==> config.mk <==
export PLATFORM = sky130hd
export DESIGN_NAME = fadd_share_arbiter
export DESIGN_NICKNAME = d
export VERILOG_FILES = /design/src/rtl/fadd_share_arbiter.sv
export SDC_FILE = /design/constraint.sdc
export NUM_CORES = 1
export LEC_CHECK = 0
export CORE_MARGIN = 3
export CORE_UTILIZATION = 38
export CTS_BUF_LIST = sky130_fd_sc_hd__clkbuf_16
export CTS_CLUSTER_SIZE = 8
export DETAILED_ROUTE_END_ITERATION = 16
export HOLD_SLACK_MARGIN = 0.03
export PLACE_DENSITY = 0.86
export SYNTH_ARGS = -nofsm -noshare
export SYNTH_HDL_FRONTEND = slang
export SYNTH_SLANG_ARGS = --single-unit
==> constraint.sdc <==
create_clock -name clk -period 2.6 [get_ports clk]
set_clock_uncertainty 0.15 [all_clocks]
set_input_delay 0.26 -clock clk [delete_from_list [all_inputs] [get_ports clk]]
set_output_delay 0.26 -clock clk [all_outputs]
set_load 0.005 [all_outputs]
==> src/rtl/fadd_share_arbiter.sv <==
// Two-requester sequencer for one shared combinational single-precision adder.
// Operands are granted round-robin, held on fadd_a/fadd_b for SETTLE_CYCLES,
// then the adder output is registered and returned with the requester id.
//
// Handshake semantics (all channels): a transfer happens on a rising edge where
// valid && ready are both high. Producers keep valid and payload stable until
// the transfer; ready may depend combinationally on valid.
module fadd_share_arbiter #(
    parameter int unsigned SETTLE_CYCLES = 1,
    parameter int unsigned CNT_W         = 16
) (
    input  logic             clk,
    input  logic             reset,
    input  logic             req0_valid,
    output logic             req0_ready,
    input  logic [31:0]      req0_a,
    input  logic [31:0]      req0_b,
    input  logic             req0_sub,
    input  logic             req1_valid,
    output logic             req1_ready,
    input  logic [31:0]      req1_a,
    input  logic [31:0]      req1_b,
    input  logic             req1_sub,
    output logic             resp_valid,
    input  logic             resp_ready,
    output logic             resp_id,
    output logic [31:0]      resp_data,
    output logic [31:0]      fadd_a,
    output logic [31:0]      fadd_b,
    input  logic [31:0]      fadd_y,
    output logic             busy,
    output logic [CNT_W-1:0] op_count
);

    typedef enum logic [1:0] {
        IDLE = 2'd0,
        EXEC = 2'd1,
        DONE = 2'd2
    } state_t;

    state_t      state;
    state_t      state_nxt;
    logic        rr_ptr;
    logic        gnt_id;
    logic [3:0]  settle_cnt;
    logic        grant;
    logic        any_valid;
    logic        accept;
    logic [31:0] sel_a;
    logic [31:0] sel_b;
    logic        sel_sub;

    // Arbitration: a lone requester wins, otherwise rr_ptr breaks the tie.
    // Ready is held low during reset so no transfer is ever signalled then.
    always_comb begin
        any_valid  = req0_valid | req1_valid;
        grant      = (req0_valid && req1_valid) ? rr_ptr : req1_valid;
        req0_ready = !reset && (state == IDLE) && any_valid && !grant;
        req1_ready = !reset && (state == IDLE) && any_valid && grant;
        accept     = (req0_valid && req0_ready) || (req1_valid && req1_ready);
        sel_a      = grant ? req1_a   : req0_a;
        sel_b      = grant ? req1_b   : req0_b;
        sel_sub    = grant ? req1_sub : req0_sub;
    end

    // Next-state logic for the issue / settle / respond sequence.
    always_comb begin
        state_nxt = state;
        case (state)
            IDLE:    if (accept) state_nxt = EXEC;
            EXEC:    if (settle_cnt == 4'd0) state_nxt = DONE;
            DONE:    if (resp_ready) state_nxt = IDLE;
            default: state_nxt = IDLE;
        endcase
    end

    // State register; reset aborts whatever is in flight.
    always_ff @(posedge clk) begin
        if (reset) state <= IDLE;
        else       state <= state_nxt;
    end

    // Datapath: latch operands on issue, capture the sum, retire the response.
    always_ff @(posedge clk) begin
        if (reset) begin
            fadd_a     <= '0;
            fadd_b     <= '0;
            resp_data  <= '0;
            resp_id    <= 1'b0;
            resp_valid <= 1'b0;
            op_count   <= '0;
            rr_ptr     <= 1'b0;
            gnt_id     <= 1'b0;
            settle_cnt <= '0;
        end else begin
            case (state)
                IDLE: begin
                    if (accept) begin
                        fadd_a     <= sel_a;
                        // Subtraction is a raw sign flip, applied to every encoding.
                        fadd_b     <= {sel_b[31] ^ sel_sub, sel_b[30:0]};
                        gnt_id     <= grant;
                        settle_cnt <= 4'(SETTLE_CYCLES - 1);
                    end
                end
                EXEC: begin
                    if (settle_cnt == 4'd0) begin
                        resp_data  <= fadd_y;
                        resp_id    <= gnt_id;
                        resp_valid <= 1'b1;
                    end else begin
                        settle_cnt <= settle_cnt - 4'd1;
                    end
                end
                DONE: begin
                    if (resp_ready) begin
                        resp_valid <= 1'b0;
                        op_count   <= op_count + CNT_W'(1);
                        // The requester just served loses the next tie.
                        rr_ptr     <= ~gnt_id;
                    end
                end
                default: ;
            endcase
        end
    end

    // Busy doubles as the externally visible FSM status.
    assign busy = (state != IDLE);

endmodule
# ---- After elaboration in Yosys (flattened, before gate mapping)
# Index checks and enable logic that the tools add are counted.
dict set report op_classes {
  n_mux 14
  add_sub_neg 2
  bitwise 3
  reduce_logical 21
  n_eq_ne 6
}
# cell n
set op_table {}
lappend op_table {{2-to-1 mux 32 bit} 2}
lappend op_table {{adder 16 x 1 -> 16 bit, second input constant} 1}
lappend op_table {{AND reduction 3 bit} 3}
lappend op_table {{2-to-1 mux 4 bit} 2}
lappend op_table {{!= test 2 bit, second input constant} 4}
lappend op_table {{case mux 4 bit (2 select lines)} 1}
lappend op_table {{logical AND 1 bit} 7}
lappend op_table {{2-to-1 mux 2 bit} 3}
lappend op_table {{case mux 2 bit (3 select lines)} 1}
lappend op_table {{AND reduction 2 bit} 3}
lappend op_table {{nonzero test 2 bit} 3}
lappend op_table {{zero test 4 bit} 1}
lappend op_table {{2-to-1 mux 1 bit} 4}
lappend op_table {{subtractor 4 x 1 -> 4 bit, second input constant} 1}
lappend op_table {{equality test 2 x 1 -> 1 bit, second input constant} 1}
lappend op_table {{equality test 2 bit, second input constant} 1}
lappend op_table {{zero test 1 bit} 2}
lappend op_table {{zero test 2 bit} 1}
lappend op_table {{case mux 1 bit (2 select lines)} 1}
lappend op_table {{logical OR 1 bit} 1}
lappend op_table {{NOT 1 bit} 1}
lappend op_table {{OR 1 bit} 1}
lappend op_table {{XOR 1 bit} 1}
dict set report word_totals {
  out_inout_bits 117
  register_bits 122
}

# ---- Logic depth before layout (Yosys ltp)
# Gate-level depths: netlist of the first run.
dict set report logic_depth {
  word_depth 8
  ltp_mapped 8
  depth_no_buf 6
}

# ---- Least setup slack after synthesis of the first run
# No wires, ideal clock.
dict set report synth_timing {
  path_type {register to register}
  from {reg op_count[0]}
  to {reg op_count[12]}
  stages_incl_launch_ff 6
  t_required_ns 2.327
  slack_ns 0.666
  t_arrival_ns 1.661
  setup_ns 0.123
  path_cell_list {dfxtp_1 > ha_1 > inv_1 > or4_4 > nor2_1 > mux2_1}
}
dict set report synth_via {
  elab_chain_cells 1
}
# element line
set synth_lines {}
lappend synth_lines {{start, declared} 32} ;# output logic [CNT_W-1:0] op_count
lappend synth_lines {{start signal, assigned} 118} ;# op_count <= op_count + CNT_W'(1);
lappend synth_lines {{adder 16 x 1 -> 16 bit} 118}
# Every way passes these cells.
# A chain may end at the register's enable or synchronous reset.

# ---- Worst setup path after layout of the first run
dict set report layout_timing {
  from {reg state[1]}
  to {out req0_ready}
}
dict set report layout_via {
  elab_chain_cells 4
}
# element line
set layout_lines {}
lappend layout_lines {{start, declared} 41} ;# state_t state;
lappend layout_lines {{start signal, assigned} 80} ;# else state <= state_nxt;
lappend layout_lines {{zero test 2 bit} 58} ;# req0_ready = !reset && (state == IDLE) && any_valid && !grant;
lappend layout_lines {{logical AND 1 bit (3 in a row)} 58}
lappend layout_lines {{end, declared} 15} ;# output logic req0_ready,
# Every way passes these cells.

==> results of run 1 <==
report_power, final:
group	switching [mW]	internal, mW
logic	0.472	0.686
registers	0.0943	2.05
clock network	0.798	1.27
total	1.36	4.01
worst max-delay path: stages (launching register included):
cell                              delay (ps)
sky130_fd_sc_hd__dfxtp_1                 370
sky130_fd_sc_hd__nor2_1                  200
sky130_fd_sc_hd__o21ai_1                 200
sky130_fd_sc_hd__nor3b_1                 220
sky130_fd_sc_hd__clkdlybuf4s50_1         540
routing by layer:
| metal | track usage (%) | vias to the layer above | wire length (um) |
|---|---|---|---|
| li1 | - | 2530 | - |
| met1 | 24.1 | 2292 | 6070 |
| met2 | 36.3 | 188 | 8250 |
| met3 | 7.60 | 27 | 1240 |
| met4 | 8.33 | 0 | 378 |
| met5 | 0 | - | 0 |
sequential cells by signal, indices dropped and copies added, names as in the netlist:
register and flops:
resp_id 1, gnt_id 1, fadd_a 32, rr_ptr 1, state 2, resp_data 32, op_count 16, resp_valid 1
fadd_b 32, settle_cnt 4
cell usage in the layout (no fill, tap or decap), types with 2 or more instances in the layout:
cell type                           n
sky130_fd_sc_hd__o31ai_1            2
sky130_fd_sc_hd__nand4_1            2
sky130_fd_sc_hd__dfxtp_1          122
sky130_fd_sc_hd__inv_1              7
sky130_fd_sc_hd__and3_1             2
sky130_fd_sc_hd__nor3_1             7
sky130_fd_sc_hd__buf_4             10
sky130_fd_sc_hd__clkinv_2           6
sky130_fd_sc_hd__nand3_1            7
sky130_fd_sc_hd__mux2i_1           64
sky130_fd_sc_hd__xnor2_1            6
sky130_fd_sc_hd__a21oi_1           44
sky130_fd_sc_hd__ha_1               3
sky130_fd_sc_hd__nor2b_1            2
sky130_fd_sc_hd__xor2_1             9
sky130_fd_sc_hd__and4_1             2
sky130_fd_sc_hd__nand2_1           78
sky130_fd_sc_hd__or3_1              2
sky130_fd_sc_hd__clkdlybuf4s50_1  282
sky130_fd_sc_hd__o21ai_0            2
sky130_fd_sc_hd__clkinv_1           2
sky130_fd_sc_hd__or3b_2             2
sky130_fd_sc_hd__nor2_1            82
sky130_fd_sc_hd__nor3b_1            2
sky130_fd_sc_hd__clkbuf_16         17
sky130_fd_sc_hd__a211oi_1          63
sky130_fd_sc_hd__or4_1              2
sky130_fd_sc_hd__clkinvlp_4         2
cell type report:
class / instances / area (um2) / share of cell area, %
Sequential cell: 122 / 2440 / 28.6
Clock buffer: 17 / 425 / 4.97
Tap cell: 172 / 215 / 2.52
Inverter: 5 / 18.8 / 0.219
Multi-Input combinational cell: 398 / 2440 / 28.6
Clock inverter: 13 / 90.1 / 1.05
Timing Repair Buffer: 293 / 2920 / 34.1
worst max path at each step:
| stage | end | slack [ps] |
|---|---|---|
| after detailed placement | op_count[12] | 340 |
| after CTS | req0_ready | 240 |
| after floorplan | op_count[12] | 670 |
| final | req0_ready | 260 |
| after global placement | op_count[12] | 380 |
| after global routing | req1_ready | 100 |
cells by family after synthesis:
family                   Yosys count
AO/OA/AOI/OAI                    114
buffers and inverters             47
adder cells (fa/ha/maj)            3
flip-flops                       122
AND/OR/NAND/NOR                  201
XOR/XNOR                          15
multiplexers                      65
metrics by stage:
stage / cell area (um2) / util, % / instances / setup slack, ps
floorplan: 5070 / - / 567 / 666
detailed placement: 8040 / 62.7 / 990 / 337
finish: 8550 / 66.7 / 1020 / 258
CTS: 8550 / 66.7 / 1020 / 238
global placement: 8040 / 62.7 / 990 / 378
global route: 8550 / 66.7 / 1020 / 96.5
==> impl_metrics.tcl, run 1 <==
set metrics [dict create \
    yosys.cell_count.top_type "sky130_fd_sc_hd__dfxtp_1" \
    crit_start "state[1]" \
    period_minus_slack_ps 2340 \
    timing.critical_path.required_ps 2190 \
    placement.io_buffers 283 \
    slew_violations 0 \
    global_route_wire_length_before_repair_um 24600 \
    synth_top_family_by_area "simple AND/OR/NAND/NOR gates" \
    synthesis.nets 737 \
    detail_route.wl_per_cell_um 15.6 \
    synth.cells.most_frequent "sky130_fd_sc_hd__dfxtp_1, sky130_fd_sc_hd__nor2_1, sky130_fd_sc_hd__nand2_1" \
    clock_insertion_delay_worst_skew_ps 410 \
    min_delay_path_depth 2 \
    tritoncts.num_buffers 17 \
    worst_setup_path_end_kind "primary output" \
    setup_slack_of_the_worst_register_to_register_path_ps 530 \
    initialDrtViolationCount 282 \
    drt.antenna.violating_nets 0 \
    hold_viol 0 \
    cts_sinks 122 \
    firstDrtPassIters 5 \
    worstReg2RegStart "op_count[0]" \
    maxSlewHeadroom_pct 64.4 \
    post_synth_xor_area_fraction_pct 2.59 \
    min-delay-start "reset" \
    dominantRegCellSynth "sky130_fd_sc_hd__dfxtp_1" \
    setup.worst_path.start_class "flop" \
    synth_mux_area_share_pct 12.9 \
    clk_transition_reported_paths_ps 50 \
    initial_antenna_violation_count 0 \
    yosysSeqAreaShare_pct 48.2 \
    synth_top_cell_by_area "sky130_fd_sc_hd__dfxtp_1" \
    synth_adder_area_share_pct 0.740 \
    average_footprint_of_a_synthesized_cell_um2 8.94 \
    core.rowCount 41 \
    place_congestion 0.789 \
    synthesis.yosys.warnings 0 \
    worst_r2r_endpoint "op_count[12]" \
    timing.fmax_ghz 0.427 \
    antenna_cells 0 \
    finish.net_count 1007 \
    yosys.area_share.simple_pct 17.1 \
    run_status "finished, final reports clean" \
    critPathKind "reg -> out" \
    fp.dieArea_um2 14800 \
    min-delay-path-class "in -> reg" \
    synth_top_cells_by_area "sky130_fd_sc_hd__dfxtp_1, sky130_fd_sc_hd__mux2i_1, sky130_fd_sc_hd__a211oi_1, sky130_fd_sc_hd__nor2_1, sky130_fd_sc_hd__nand2_1" \
    layout-area-overhead-vs-synth_pct 68.7 \
    vdd_ir_drop_max_mv 0.383 \
    start_util_pct 39.5 \
    unrepaired_setup_endpoints_after_global_routing "false" \
    detail_route.vias_per_cell 4.94 \
    boundaryPins 284 \
    global_route.overflow_total 0 \
    fraction_of_layout_instances_using_a_drive_strength_above_1_pct 5.07 \
    num_vias 5037 \
    die_x_um 122 \
    worst_hold_slack_ps 143 \
    post_synthesis_register_bit_count 122 \
    drt_drc_violations_left 0 \
    cap_violations 0 \
    groute.usage.overall_pct 21.2 \
    synthDominantCellAreaShare_pct 48.2 \
    post-dp-hpwl_um 11600 \
    power_mw 5.37 \
    asyncSetResetFlopFracSynth_pct 0 \
    first_global_vias 4875 \
    synth_edf_count 0 \
    htree_num_levels 4 \
    timing.final.setup_violations 0 \
    tritoncts "yes" \
    final.setup.tns_ps 0 \
    netlist_area_um2 5070 \
    largest_net_degree_at_the_start_of_global_routing 64 \
    r2r.worst_path.cells 5 \
    yosysUniqueCellTypes 39 \
    area_of_the_placeable_core_um2 12800 \
    power_density_nw_per_um2 628 \
    cts-hold-fix-buffers 0 \
    postRouteWirelength_um 15900 \
    number_of_standard_cells_after_synthesis 567 \
    cts_repair_resize_count 0 \
    post_cts.repair.setup_buffers 0 \
    synth-compound-area-share_pct 14.6 \
    fp.dieH_um 122 \
    final.fill_count 1018 \
    cts-root-to-sink-buffers 2 \
    cellLeakagePower_nw 3.42 \
    worstMarginPinSlew_ps 533 \
    worst-path-max-fanout 7 \
    clock-root-buffer "sky130_fd_sc_hd__clkbuf_16" \
    final.period_utilization_pct 90.1 \
    cp.arrival_ps 1930 \
    holdPathEnd "op_count[0]" \
]
Note: power is estimated with default switching activity, not from simulation.
==> run 2: changes to the inputs <==
CORE_UTILIZATION = 25   (was 38)
PLACE_DENSITY = 0.63   (was 0.86)
==> impl_metrics.tcl, run 2 (synthesis results as in run 1) <==
set metrics [dict create \
    setup.worst_path.start_class "flop" \
    critPathKind "reg -> out" \
    seq_area_um2 2440 \
    layout_commonest_cell "sky130_fd_sc_hd__clkdlybuf4s50_1" \
    final.fill_count 1935 \
    min-delay-path-class "in -> reg" \
    firstDrtPassIters 4 \
    worst_setup_path_end_kind "primary output" \
    maxSlewHeadroom_pct 61.2 \
    tritoncts "yes" \
    htree_num_levels 4 \
    global_route_wire_length_before_repair_um 25600 \
    worst_hold_slack_ps 250 \
    die_x_um 148 \
    largest_net_degree_at_the_start_of_global_routing 121 \
    run_status "finished, final reports clean" \
    antenna_cells 0 \
    area_of_the_placeable_core_um2 19700 \
    post-dp-hpwl_um 12200 \
    core.rowCount 51 \
    place_congestion 0.723 \
    groute.usage.overall_pct 14.7 \
    num_vias 4884 \
    cts_sinks 122 \
    clk_transition_reported_paths_ps 50 \
    placement.io_buffers 283 \
    hold_viol 0 \
    most-common-layout-cells "sky130_fd_sc_hd__clkdlybuf4s50_1, sky130_fd_sc_hd__dfxtp_1, sky130_fd_sc_hd__nor2_1" \
    tritoncts.num_buffers 17 \
    worst-path-max-fanout 7 \
    unrepaired_setup_endpoints_after_global_routing "false" \
    final.period_utilization_pct 90.3 \
    drt_drc_violations_left 0 \
    fraction_of_layout_instances_using_a_drive_strength_above_1_pct 5.74 \
    initial_antenna_violation_count 0 \
    detail_route.vias_per_cell 4.36 \
    timing.critical_path.required_ps 2190 \
    slew_violations 0 \
    period_minus_slack_ps 2350 \
    fp.dieH_um 148 \
    timing.fmax_ghz 0.426 \
    largestRegisters "fadd_a x32, fadd_b x32, resp_data x32" \
    finish.net_count 1011 \
    boundaryPins 284 \
    vdd_ir_drop_max_mv 0.406 \
    detail_route.wl_per_cell_um 15.0 \
    cp.arrival_ps 1940 \
    clock-root-buffer "sky130_fd_sc_hd__clkbuf_16" \
    initialDrtViolationCount 160 \
    final_area_um2 8880 \
    first_global_vias 4512 \
    clock_insertion_delay_worst_skew_ps 410 \
    post_cts.repair.setup_buffers 0 \
    layout-area-overhead-vs-synth_pct 75.2 \
    global_route.overflow_total 0 \
    worstMarginPinSlew_ps 581 \
    cellLeakagePower_nw 3.52 \
    timing.final.setup_violations 0 \
    drt.antenna.violating_nets 0 \
    place_area_um2 8260 \
    start_util_pct 25.7 \
    power_density_nw_per_um2 652 \
    final.setup.tns_ps 0 \
    fp.dieArea_um2 22000 \
    finalCoreUtilization_pct 45.1 \
    cap_violations 0 \
    cts-root-to-sink-buffers 2 \
    multiInputGateArea_um2 2440 \
    postRouteWirelength_um 16800 \
]
[run 2: stage by stage]
| stage | setup slack (ps) | std cells | total power, mW |
|---|---|---|---|
| after floorplan | 666 | 567 | 2.62 |
| after global placement | 333 | 1086 | 3.38 |
| after detailed placement | 328 | 1086 | 3.39 |
| after CTS | 230 | 1119 | 5.90 |
| after global routing | 53.7 | 1119 | 6.08 |
| final | 252 | 1119 | 5.79 |
[run 2: critical path: stages, from the launching register on]
cell	delay, ps
sky130_fd_sc_hd__dfxtp_1	360
sky130_fd_sc_hd__nor2_1	190
sky130_fd_sc_hd__o21ai_1	220
sky130_fd_sc_hd__nor3b_1	230
sky130_fd_sc_hd__clkdlybuf4s50_1	540
[run 2: routing by layer]
metal,global-route usage (%),share of wire (%)
met1,18.2,43
met2,24.2,49
met3,5.39,6.5
met4,3.83,1.1
met5,0,0
[run 2: path summary, 6_finish.rpt]
check                                   from       endpoint  slack [ps]  cells after the start
worst max-delay path                state[1]     req0_ready         250                      4
worst max register to register   op_count[0]   op_count[12]         500                      5
worst min register to register  resp_data[3]   resp_data[3]         300                      2
worst min-delay path              fadd_y[12]  resp_data[12]         250                      3
[run 2: area by class of cell]
type / instances / share of cell area [%]
Clock buffer: 17 / 4.79
Timing Repair Buffer: 297 / 34.2
Tap cell: 265 / 3.73
Inverter: 5 / 0.211
Clock inverter: 15 / 2.07
Multi-Input combinational cell: 398 / 27.5
Sequential cell: 122 / 27.5
[run 2: repair_timing]
action / 4_1_cts / 5_1_grt
gates resized for setup: 0 / 0
hold endpoints to repair: 3 / 0
hold buffers: 1 / 0
[run 2: power by group]
group | total [mW] | switching [mW] | internal [mW]
Clock | 2.45 | 0.866 | 1.59
Sequential | 2.13 | 0.0899 | 2.04
Combinational | 1.20 | 0.474 | 0.729
Total | 5.79 | 1.43 | 4.36
==> run 3: changes to the inputs <==
PLACE_DENSITY = 0.57   (was 0.63)
==> impl_metrics.tcl, run 3 (synthesis results as in run 1) <==
set metrics [dict create \
    run_status "finished, final reports clean" \
    start_util_pct 25.7 \
    drt.antenna.violating_nets 0 \
    worst_setup_path_end_kind "primary output" \
    cts_repair_resize_count 0 \
    core.rowCount 51 \
    final.setup.tns_ps 0 \
    antenna_cells 0 \
    detail_route.vias_per_cell 4.35 \
    place_congestion 0.749 \
    setup_slack_after_layout_ps 314 \
    fin_cells 1115 \
    final.period_utilization_pct 87.9 \
    place_inst 1083 \
    htree_num_levels 4 \
    tritoncts "yes" \
    fraction_of_layout_instances_using_a_drive_strength_above_1_pct 5.29 \
    vdd_ir_drop_max_mv 0.403 \
    finish.net_count 1007 \
    most-common-layout-cells "sky130_fd_sc_hd__clkdlybuf4s50_1, sky130_fd_sc_hd__dfxtp_1, sky130_fd_sc_hd__nor2_1" \
    global_route_wire_length_before_repair_um 25500 \
    cap_violations 0 \
    hold_viol 0 \
    setup.worst_path.start_class "flop" \
    clock_insertion_delay_worst_skew_ps 410 \
    total_switching_power_mw 1.42 \
    firstDrtPassIters 4 \
    timing.final.setup_violations 0 \
    cts-hold-fix-buffers 0 \
    p_clk_share_pct 42.5 \
    finalCoreUtilization_pct 44.7 \
    global_route.overflow_total 0 \
    crit_path_max_incr_delay_ps 560 \
    largestRegisters "fadd_a x32, fadd_b x32, resp_data x32" \
    power_mw 5.76 \
    unrepaired_setup_endpoints_after_global_routing "false" \
    fp.dieH_um 148 \
    boundaryPins 284 \
    groute.usage.overall_pct 14.6 \
    timing.critical_path.required_ps 2190 \
    cp.arrival_ps 1880 \
    postRouteWirelength_um 16400 \
    worstMarginPinSlew_ps 438 \
    power_density_nw_per_um2 653 \
    pwr-share-seq_pct 37.1 \
    dp_slack_ps 344 \
    worst_hold_slack_ps 123 \
    critPathKind "reg -> out" \
    layout-area-overhead-vs-synth_pct 73.8 \
    area_of_the_placeable_core_um2 19700 \
    post-dp-hpwl_um 11900 \
    clk_transition_reported_paths_ps 60 \
    num_vias 4850 \
    worst-path-max-fanout 7 \
    fp.dieArea_um2 22000 \
    cellLeakagePower_nw 3.48 \
    final_area_um2 8810 \
    min-delay-path-class "in -> reg" \
    layout_commonest_cell "sky130_fd_sc_hd__clkdlybuf4s50_1" \
    die_x_um 148 \
    combPwrFrac_pct 20.4 \
    placement.io_buffers 283 \
    cts_sinks 122 \
    initialDrtViolationCount 171 \
    worst_path_max_delay_cell "sky130_fd_sc_hd__clkdlybuf4s50_1" \
    drt_drc_violations_left 0 \
    period_minus_slack_ps 2290 \
    place_area_um2 8200 \
    post_cts.repair.setup_buffers 0 \
    timing.fmax_ghz 0.437 \
    crit_path_cell_trace "nor2_1, o21ai_1, nor3b_1, clkdlybuf4s50_1" \
    maxSlewHeadroom_pct 70.8 \
    tritoncts.num_buffers 17 \
    clock-root-buffer "sky130_fd_sc_hd__clkbuf_16" \
    largest_net_degree_at_the_start_of_global_routing 92 \
    first_global_vias 4706 \
    fraction_of_power_spent_switching_nets_pct 24.6 \
    slew_violations 0 \
    detail_route.wl_per_cell_um 14.7 \
    p_int_mw 4.34 \
    initial_antenna_violation_count 0 \
    cts-root-to-sink-buffers 2 \
]
==> run 3: changes by cell type in the layout (fill, tap and decap cells not counted) <==
cell and change:
sky130_fd_sc_hd__clkinv_2 -1, sky130_fd_sc_hd__clkinv_4 -1, sky130_fd_sc_hd__inv_6 +1, sky130_fd_sc_hd__dlygate4sd3_1 -1, sky130_fd_sc_hd__clkinv_1 +1, sky130_fd_sc_hd__buf_12 -3
==> run 3: path summary, 6_finish.rpt <==
check | from | to | slack [ps] | cells past startpoint
setup / recovery | state[1] | req0_ready | 310 | 4
hold / removal | reset | op_count[4] | 120 | 2
setup reg to reg | op_count[0] | op_count[12] | 550 | 5
hold reg to reg | resp_data[15] | resp_data[15] | 300 | 2
==> run 3: area by class of cell <==
type                            instances  area [um2]
Inverter                                5        18.8
Clock buffer                           17         425
Timing Repair Buffer                  293        2970
Multi-Input combinational cell        398        2440
Clock inverter                         15         183
Fill cell                            1935       10900
Tap cell                              265         332
Sequential cell                       122        2440
==> run 3: critical path, delay by kind of cell (launching register included) <==
kind                   cells  cell delay (ps)
flip-flops                 1              370
buffers and inverters      1              560
AND/OR/NAND/NOR            2              390
AO/OA/AOI/OAI              1              140
==> run 3: power by group through the flow <==
stage               Clock, mW  Combinational (mW)  Sequential (mW)
CTS                      2.51                1.20             2.14
global placement            0                1.19             2.17
detailed placement          0                1.19             2.18
floorplan                   0               0.437             2.18
finish                   2.45                1.18             2.13
global route             2.59                1.29             2.16
==> run 3: layer usage <==
metal	wire (um)	track usage [%]	vias up	part of all wire [%]
met1	7090	17.4	2146	43
met3	1150	5.27	14	7.0
met5	0	0	-	0
li1	-	-	2537	-
met2	7940	24.5	153	48
met4	269	4.71	0	1.6
